File: config.mk
export PLATFORM = sky130hd
export DESIGN_NAME = uart_tx_scheduler
export DESIGN_NICKNAME = d
export VERILOG_FILES = /design/src/rtl/uart_sched_pkg.sv /design/src/rtl/uart_msg_rom.sv /design/src/rtl/uart_tx_scheduler.sv
export SDC_FILE = /design/constraint.sdc
export NUM_CORES = 1
export LEC_CHECK = 0
export ABC_AREA = 1
export BUFFER_PORTS_ARGS = -buffer_cell sky130_fd_sc_hd__buf_2
export CAP_MARGIN = 20
export CELL_PAD_IN_SITES_DETAIL_PLACEMENT = 1
export CELL_PAD_IN_SITES_GLOBAL_PLACEMENT = 1
export CORE_UTILIZATION = 40
export DETAILED_ROUTE_END_ITERATION = 8
export PLACE_DENSITY = 0.82
export SLEW_MARGIN = 20
export SYNTH_ARGS = -nofsm -noshare
export SYNTH_HDL_FRONTEND = slang
export SYNTH_SLANG_ARGS = --single-unit
File: constraint.sdc
create_clock -name clk -period 2 [get_ports clk]
set_clock_uncertainty 0.2 [all_clocks]
set_input_delay 0.4 -clock clk [delete_from_list [all_inputs] [get_ports clk]]
set_output_delay 0.4 -clock clk [all_outputs]
set_load 0.01 [all_outputs]
File: src/rtl/uart_sched_pkg.sv
// uart_sched_pkg: shared FSM state type and message byte constants.
// Optional trailer: define UART_SCHED_CRLF_EN to append CR/LF to messages.
package uart_sched_pkg;

    typedef enum logic [2:0] {
        IDLE,
        SEND,
        WAIT_ACK,
        WAIT_DONE,
        NEXT
    } state_t;

    localparam logic [7:0] MSG_A_0 = 8'h50;
    localparam logic [7:0] MSG_A_1 = 8'h4F;
    localparam logic [7:0] MSG_A_2 = 8'h4C;
    localparam logic [7:0] MSG_A_3 = 8'h4F;

    localparam logic [7:0] CHR_CR = 8'h0D;
    localparam logic [7:0] CHR_LF = 8'h0A;

    function automatic logic [7:0] msg_a_byte(input logic [2:0] idx);
        logic [7:0] b;
        case (idx)
            3'd0:    b = MSG_A_0;
            3'd1:    b = MSG_A_1;
            3'd2:    b = MSG_A_2;
            3'd3:    b = MSG_A_3;
            default: b = 8'h00;
        endcase
        return b;
    endfunction

endpackage

File: src/rtl/uart_msg_rom.sv
// uart_msg_rom: combinational (owner, index, status) -> byte + last flag.
// Define UART_SCHED_CRLF_EN to append CR/LF after every message.
module uart_msg_rom
    import uart_sched_pkg::*;
#(
    parameter int unsigned MSG_A_LEN = 4,
    parameter logic [7:0]  HDR_B     = 8'h53
) (
    input  logic       owner_b,
    input  logic [2:0] idx,
    input  logic [7:0] status,
    output logic [7:0] data,
    output logic       last
);

    localparam logic [2:0] A_END = 3'(MSG_A_LEN);

    // Byte lookup for the selected message and position
    always_comb begin
        data = 8'h00;
        last = 1'b0;
        if (owner_b) begin
`ifdef UART_SCHED_CRLF_EN
            case (idx)
                3'd0: data = HDR_B;
                3'd1: data = status;
                3'd2: data = CHR_CR;
                3'd3: begin
                    data = CHR_LF;
                    last = 1'b1;
                end
                default: data = 8'h00;
            endcase
`else
            case (idx)
                3'd0: data = HDR_B;
                3'd1: begin
                    data = status;
                    last = 1'b1;
                end
                default: data = 8'h00;
            endcase
`endif
        end else begin
`ifdef UART_SCHED_CRLF_EN
            if (idx < A_END) begin
                data = msg_a_byte(idx);
            end else if (idx == A_END) begin
                data = CHR_CR;
            end else if (idx == A_END + 3'd1) begin
                data = CHR_LF;
                last = 1'b1;
            end
`else
            if (idx < A_END) begin
                data = msg_a_byte(idx);
                last = (idx == A_END - 3'd1);
            end
`endif
        end
    end

endmodule

File: src/rtl/uart_tx_scheduler.sv
// uart_tx_scheduler: round-robin scheduler of two canned UART messages.
// Define UART_SCHED_CRLF_EN to append CR/LF after every message.
module uart_tx_scheduler
    import uart_sched_pkg::*;
#(
    parameter int unsigned MSG_A_LEN = 4,
    parameter logic [7:0]  HDR_B     = 8'h53
) (
    input  logic       clk,
    input  logic       rst,
    input  logic       req_a,
    input  logic       req_b,
    input  logic [7:0] status_byte,
    input  logic       tx_busy,
    output logic [7:0] tx_data,
    output logic       tx_start,
    output logic [1:0] grant,
    output logic       overflow
);

    state_t     state;
    logic       pend_a;
    logic       pend_b;
    logic       last_b;
    logic       owner_b;
    logic       last_q;
    logic [2:0] idx;
    logic [7:0] status_q;

    logic       pick_b;
    logic       done;
    logic       rom_owner_b;
    logic [2:0] rom_idx;
    logic [7:0] rom_status;
    logic [7:0] rom_data;
    logic       rom_last;

    // B wins only if A is not pending or A was served last
    assign pick_b = pend_b & (~pend_a | ~last_b);
    assign done   = (state == NEXT) & last_q;

    // In IDLE the ROM looks ahead at the first byte of the winner
    assign rom_owner_b = (state == IDLE) ? pick_b : owner_b;
    assign rom_idx     = (state == IDLE) ? 3'd0 : idx + 3'd1;
    assign rom_status  = (state == IDLE) ? status_byte : status_q;

    uart_msg_rom #(
        .MSG_A_LEN(MSG_A_LEN),
        .HDR_B    (HDR_B)
    ) u_rom (
        .owner_b(rom_owner_b),
        .idx    (rom_idx),
        .status (rom_status),
        .data   (rom_data),
        .last   (rom_last)
    );

    // Pending bits and sticky overflow on duplicate requests
    always_ff @(posedge clk) begin
        if (rst) begin
            pend_a   <= 1'b0;
            pend_b   <= 1'b0;
            overflow <= 1'b0;
        end else begin
            if (done & ~owner_b) pend_a <= 1'b0;
            if (done & owner_b)  pend_b <= 1'b0;
            if (req_a & ~pend_a) pend_a <= 1'b1;
            if (req_b & ~pend_b) pend_b <= 1'b1;
            if ((req_a & pend_a) | (req_b & pend_b))
                overflow <= 1'b1;
        end
    end

    // Message sequencer with registered transmitter outputs
    always_ff @(posedge clk) begin
        if (rst) begin
            state    <= IDLE;
            idx      <= 3'd0;
            last_b   <= 1'b1;
            owner_b  <= 1'b0;
            last_q   <= 1'b0;
            status_q <= 8'h00;
            tx_start <= 1'b0;
            tx_data  <= 8'h00;
            grant    <= 2'b00;
        end else begin
            case (state)
                IDLE: begin
                    if ((pend_a | pend_b) & ~tx_busy) begin
                        state    <= SEND;
                        owner_b  <= pick_b;
                        last_b   <= pick_b;
                        grant    <= pick_b ? 2'b10 : 2'b01;
                        idx      <= 3'd0;
                        tx_data  <= rom_data;
                        last_q   <= rom_last;
                        tx_start <= 1'b1;
                        if (pick_b) status_q <= status_byte;
                    end
                end
                SEND: begin
                    tx_start <= 1'b0;
                    state    <= WAIT_ACK;
                end
                WAIT_ACK: begin
                    if (tx_busy) state <= WAIT_DONE;
                end
                WAIT_DONE: begin
                    if (!tx_busy) state <= NEXT;
                end
                NEXT: begin
                    if (last_q) begin
                        state <= IDLE;
                        grant <= 2'b00;
                        idx   <= 3'd0;
                    end else begin
                        state    <= SEND;
                        idx      <= idx + 3'd1;
                        tx_data  <= rom_data;
                        last_q   <= rom_last;
                        tx_start <= 1'b1;
                    end
                end
                default: state <= IDLE;
            endcase
        end
    end

endmodule

==> run summary, run 1 <==
Vias in the first global route - 1,463
Hold path depth - 3
DR WL/cell - 12.9 um
EDFF count, synth - 0
FF-to-FF setup slack - 230 ps
Final setup TNS - 0 ps
Startpoint Class - register
Crit Path Class - reg2reg
Worst Path Arrival - 1750 ps
Clock sinks - 31
Hold_buf cts - 0
R2R cell count - 9
Post-synthesis cell area - 1690 um2
Drt first pass iters - 4
Seq cells post-synth - 31
Slew @ Worst Pin - 597 ps
Dominant cell by count in the synthesized netlist - nand2_1
Core ar. - 4030 um2
Hold path endpoint - status_q[3]
Post-synth net total - 248
Number of port buffers - 24
Seq/Total Area, Yosys - 0.367
DP HPWL - 3.01 mm
Ant. Diodes - 0
Die Wd - 67.0 um
CTS tree - yes
Main synth FF type - dfxtp_1
Final hold vios - 0
Synth-to-layout area growth - 13.7%
Synth Instances - 234
CP Max Fanout - 15
# Post-CTS Setup Buffers - 0
# rows - 23
RSZ-0062 raised after global routing - no
Share of layout cells above drive strength 1 - 0.271
Initial Utilization - 0.420
Max Cap Viol - 0
Pleak - 0.000924 uW
Distinct cells, synth - 30
Worst relative slew slack - 0.601
VDD IR max - 0.000594 V
Hold WC Path Type - in2reg
Final worst slack - 229 ps
Worst-path clk slew - 60 ps
Root Driver - clkbuf_8
Initial antenna violation count - 0
Post-route minimum period - 1770 ps
Critical path endpoint category - register
Max-slew violations - 0
Final setup violation count - 0
Reg-to-Reg Start - state[2]
CTS max path bufs - 2
Top cell type's share of synthesized area - 0.367
Ys async rst share - 0
Drc violations - 0
Largest net degree at the start of global routing - 21
Ranking of synthesized cells by area - dfxtp_1 37%, nand2_1 12%, inv_1 6.2%
# H-tree levels - 2
Iteration-0 DRC count of the detailed router - 47
DP Worst Slack - 242 ps
IO Pins - 25
Post_cts resized - 0
Vias/cell - 4.88
Synth warn - 0
Yosys top cell by area - dfxtp_1
Number of buffers created by CTS - 5
Top cells by count, synth - 56 x nand2_1, 31 x dfxtp_1, 28 x inv_1, 23 x nor2_1, 17 x nand3_1
DR vias - 1,522
Worst-Skew Late Latency - 280 ps
Global-route wire length before repair - 6.73 mm
Fmax - 565 MHz
DRT antenna net count - 0
Die area - 4490 um2
Mean Syn Cell Area - 7.23 um2
Final #Nets - 275
Total Wirelength - 4.01 mm
GPL Wtd Cong - 0.807
Total Power - 2370 uW
Period Utilization, post-route - 0.886
Reg2reg end - last_q
DIE HEIGHT - 67.0 um
Min-Delay Startpoint - status_byte[3]
Total gr overflow - 0
Status - complete, no violations
Total GRT Usage - 0.203
Worst EP required - 1980 ps
PD cells - 1230 nW/um2
Setup crit start - state[2]
[power breakdown]
| part | internal (uW) | switching (uW) |
|---|---|---|
| clock network | 244 | 231 |
| logic | 372 | 700 |
| registers | 734 | 88.8 |
[registers in the layout (all words and copies together) (netlist names)]
signal and flops:
last_b 1, overflow 1, idx 3, last_q 1, status_q 8, pend_b 1
tx_start 1, state 3, pend_a 1, owner_b 1, grant 2, tx_data 8
[through the flow]
step / util / instances / instance area [um2] / hold slack, ps
after detailed placement: 0.457 / 304 / 1840 / 248
after global placement: 0.457 / 304 / 1840 / 239
after global routing: 0.477 / 312 / 1920 / 192
after CTS: 0.477 / 312 / 1920 / 163
after floorplan: - / 234 / 1690 / 243
final: 0.477 / 312 / 1920 / 169
[cells by family after synthesis]
kind of cell	Yosys count	share of synthesized area
DFF	31	0.367
adders and majority gates	1	0.00740
buffers and inverters	41	0.104
and+or+nand+nor	123	0.384
AOI/OAI and AO/OA	38	0.138
[routing by layer]
metal  up-vias  routed length, um  GRT usage
met5         -                  0          0
met4         0                 36     0.0479
met3         4                108     0.0565
met2        15               1910      0.320
met1       718               1960      0.270
li1        785                  -          -
[worst max-delay path by stage]
stage / slack, ps / cells past startpoint / end
finish: 230 / 9 / last_q
global route: 70 / 9 / last_q
floorplan: 510 / 8 / last_q
CTS: 220 / 9 / last_q
global placement: 270 / 9 / tx_data[0]
detailed placement: 240 / 9 / last_q
[layout make-up]
class | instances | area, um2
Clock buffer | 7 | 76.3
Sequential cell | 31 | 621
Tap cell | 50 | 62.6
Timing Repair Buffer | 25 | 128
Fill cell | 536 | 2110
Clock inverter | 1 | 5.00
Inverter | 36 | 136
Multi-Input combinational cell | 162 | 895
[placed cells by master (no fill, tap or decap)]
cell type / netlist / final
clkbuf_1: 1 / 2
nor2_1: 23 / 23
a21oi_1: 10 / 10
nand3b_1: 1 / 1
clkinv_2: 1 / 2
o21a_1: 1 / 1
nand2_2: 8 / 8
nand3_1: 17 / 17
inv_1: 28 / 28
a31oi_1: 2 / 2
a22o_1: 1 / 1
ha_1: 1 / 1
dfxtp_1: 31 / 31
nor2_2: 1 / 1
o21ai_0: 15 / 15
nor2_4: 5 / 5
o21ai_2: 2 / 2
inv_2: 7 / 7
nand3_2: 1 / 1
a21oi_2: 7 / 7
nor3_1: 1 / 1
clkbuf_8: 0 / 5
nand3_4: 2 / 2
nand2_8: 1 / 1
nand2_1: 56 / 56
buf_4: 0 / 1
nor2_8: 1 / 1
nand2_4: 4 / 4
buf_2: 2 / 24
nand4_1: 2 / 2
[critical path: stages (launching register included)]
cell,delay (ps)
dfxtp_1,480
inv_2,150
nand2_4,210
nor2_1,120
inv_2,130
nand2_1,80
o21ai_0,140
inv_1,50
nand2_1,70
inv_1,40
Note: power is estimated with default switching activity, not from simulation.
==> inputs of run 2 (changes only) <==
Settings changed: REMOVE_ABC_BUFFERS from default to 1.
==> run summary, run 2 (synthesis results as in run 1) <==
Die area - 4490 um2 (unchanged)
Worst-Skew Late Latency - 280 ps (about the same)
Hold slack - 167 ps (-2.22 ps)
Max Cap Viol - 0 (unchanged)
Total Wirelength - 4.07 mm (+1.4%)
R2R cell count - 7 (-2)
Crit-path cells - inv_2 -> nand2_4 -> nand2_1 -> nand3_1 -> nor2_1 -> nor2_1 -> a21oi_1
Hold path depth - 3 (unchanged)
Crit Path Class - reg2reg
Total GRT Usage - 0.206 (+0.00306)
Reg-to-Reg Start - state[2]
FF-to-FF setup slack - 220 ps (about the same)
# Post-CTS Setup Buffers - 0 (unchanged)
Clock sinks - 31 (unchanged)
# rows - 23 (unchanged)
Share of layout cells above drive strength 1 - 0.275 (+0.00382)
Worst-path clk slew - 60 ps (about the same)
Global-route wire length before repair - 6.78 mm (+0.71%)
Drt first pass iters - 4 (unchanged)
Vias/cell - 4.89 (+0.33%)
DP HPWL - 3.00 mm (-0.43%)
Final hold vios - 0 (unchanged)
Delay-heaviest family, CP - simple AND/OR/NAND/NOR gates
Most frequent cells in the layout - 56 x nand2_1, 31 x dfxtp_1, 28 x inv_1, 24 x buf_2, 23 x nor2_1
RSZ-0062 raised after global routing - no
Worst Path Arrival - 1750 ps (about the same)
# fillers - 545 (+1.7%)
Total Power - 2430 uW (+2.7%)
Die Wd - 67.0 um (unchanged)
Worst path max stage delay - 490 ps (about the same)
Most used cell, CP - nor2_1
Most common cell after layout, fill and taps aside - nand2_1
Post-route minimum period - 1780 ps (+12.7 ps)
Core ar. - 4030 um2 (unchanged)
Final worst slack - 216 ps (-12.7 ps)
Hold_buf cts - 0 (unchanged)
Period Utilization, post-route - 0.892 (+0.00634)
Worst EP required - 1970 ps (about the same)
Drc violations - 0 (unchanged)
WP buf/inv - 1 (-3)
Total gr overflow - 0 (unchanged)
Ant. Diodes - 0 (unchanged)
Largest net degree at the start of global routing - 21 (unchanged)
Root Driver - clkbuf_8
Initial Utilization - 0.420 (unchanged)
Synth-to-layout area growth - 14.8%
Pleak - 0.000934 uW (+1.0%)
Critical path's slowest cell - dfxtp_1
Final setup violation count - 0 (unchanged)
Max-slew violations - 0 (unchanged)
DIE HEIGHT - 67.0 um (unchanged)
Initial antenna violation count - 0 (unchanged)
Status - complete, no violations
Slew @ Worst Pin - 620 ps (+23.1 ps)
# H-tree levels - 2 (unchanged)
CP Max Fanout - 15 (unchanged)
Biggest regs - status_q (8), tx_data (8)
CTS tree - yes
Final #Nets - 275 (unchanged)
Iteration-0 DRC count of the detailed router - 67 (+43%)
Final setup TNS - 0 ps (unchanged)
DP Worst Slack - 235 ps (-7.26 ps)
Worst relative slew slack - 0.586 (-0.0154)
Min-Delay Startpoint - status_byte[6]
Critical path endpoint category - register
DR WL/cell - 13.0 um (+1.4%)
Startpoint Class - register
Post_cts resized - 0 (unchanged)
DRT antenna net count - 0 (unchanged)
Setup crit start - state[2]
Number of port buffers - 24 (unchanged)
Fmax - 561 MHz (-0.71%)
Hold WC Path Type - in2reg
Crit. path cell count - 7 (-2)
Vias in the first global route - 1,482 (+1.3%)
IO Pins - 25 (unchanged)
Util after Layout - 0.482 (+0.00466)
CTS max path bufs - 2 (unchanged)
DR vias - 1,527 (+0.33%)
GPL Wtd Cong - 0.774 (-4.1%)
VDD IR max - 0.000560 V (-5.8%)
PD cells - 1250 nW/um2 (+1.7%)
Number of buffers created by CTS - 5 (unchanged)
[run 2: cell types whose count changed in the layout (fill, tap and decap cells not counted), sizes merged]
cell and delta:
clkbuf +1, clkinv -1
[run 2: power breakdown]
group / internal [uW] / total, uW / leakage [uW] / switching (uW)
combinational: 372 / 1080 / 0.000628 / 709
sequential: 734 / 812 / 0.000254 / 77.6
clock: 314 / 542 / 0.0000515 / 228
total: 1420 / 2430 / 0.000934 / 1010
[run 2: final timing paths]
check           endpoint
max reg2reg   tx_data[2]
max           tx_data[2]
min          status_q[6]
min reg2reg     tx_start
[run 2: area by class of cell]
cell class,instances,area [um2],share of cell area
repair buffers,25,128,0.0657
well taps,50,62.6,0.0322
multi-input cells,162,895,0.461
flip-flops and latches,31,621,0.320
inverters,36,136,0.0702
clock buffers,8,100,0.0515
[run 2: per-stage QoR]
stage / cells / cell area (um2)
4_1_cts: 312 / 1940
3_3_place_gp: 304 / 1840
3_5_place_dp: 304 / 1840
5_1_grt: 312 / 1940
6_report: 312 / 1940
2_1_floorplan: 229 / 1650
[run 2: worst min-delay path, stage by stage]
cell	delay [ps]
buf_2	90
nor2_1	40
nor2_1	80
[run 2: layer usage]
layer | routed length, um | share of wire | GRT usage
met5 | 0 | 0 | 0
met4 | 56 | 0.014 | 0.0638
met3 | 125 | 0.031 | 0.0565
met2 | 2030 | 0.50 | 0.349
met1 | 1860 | 0.46 | 0.249
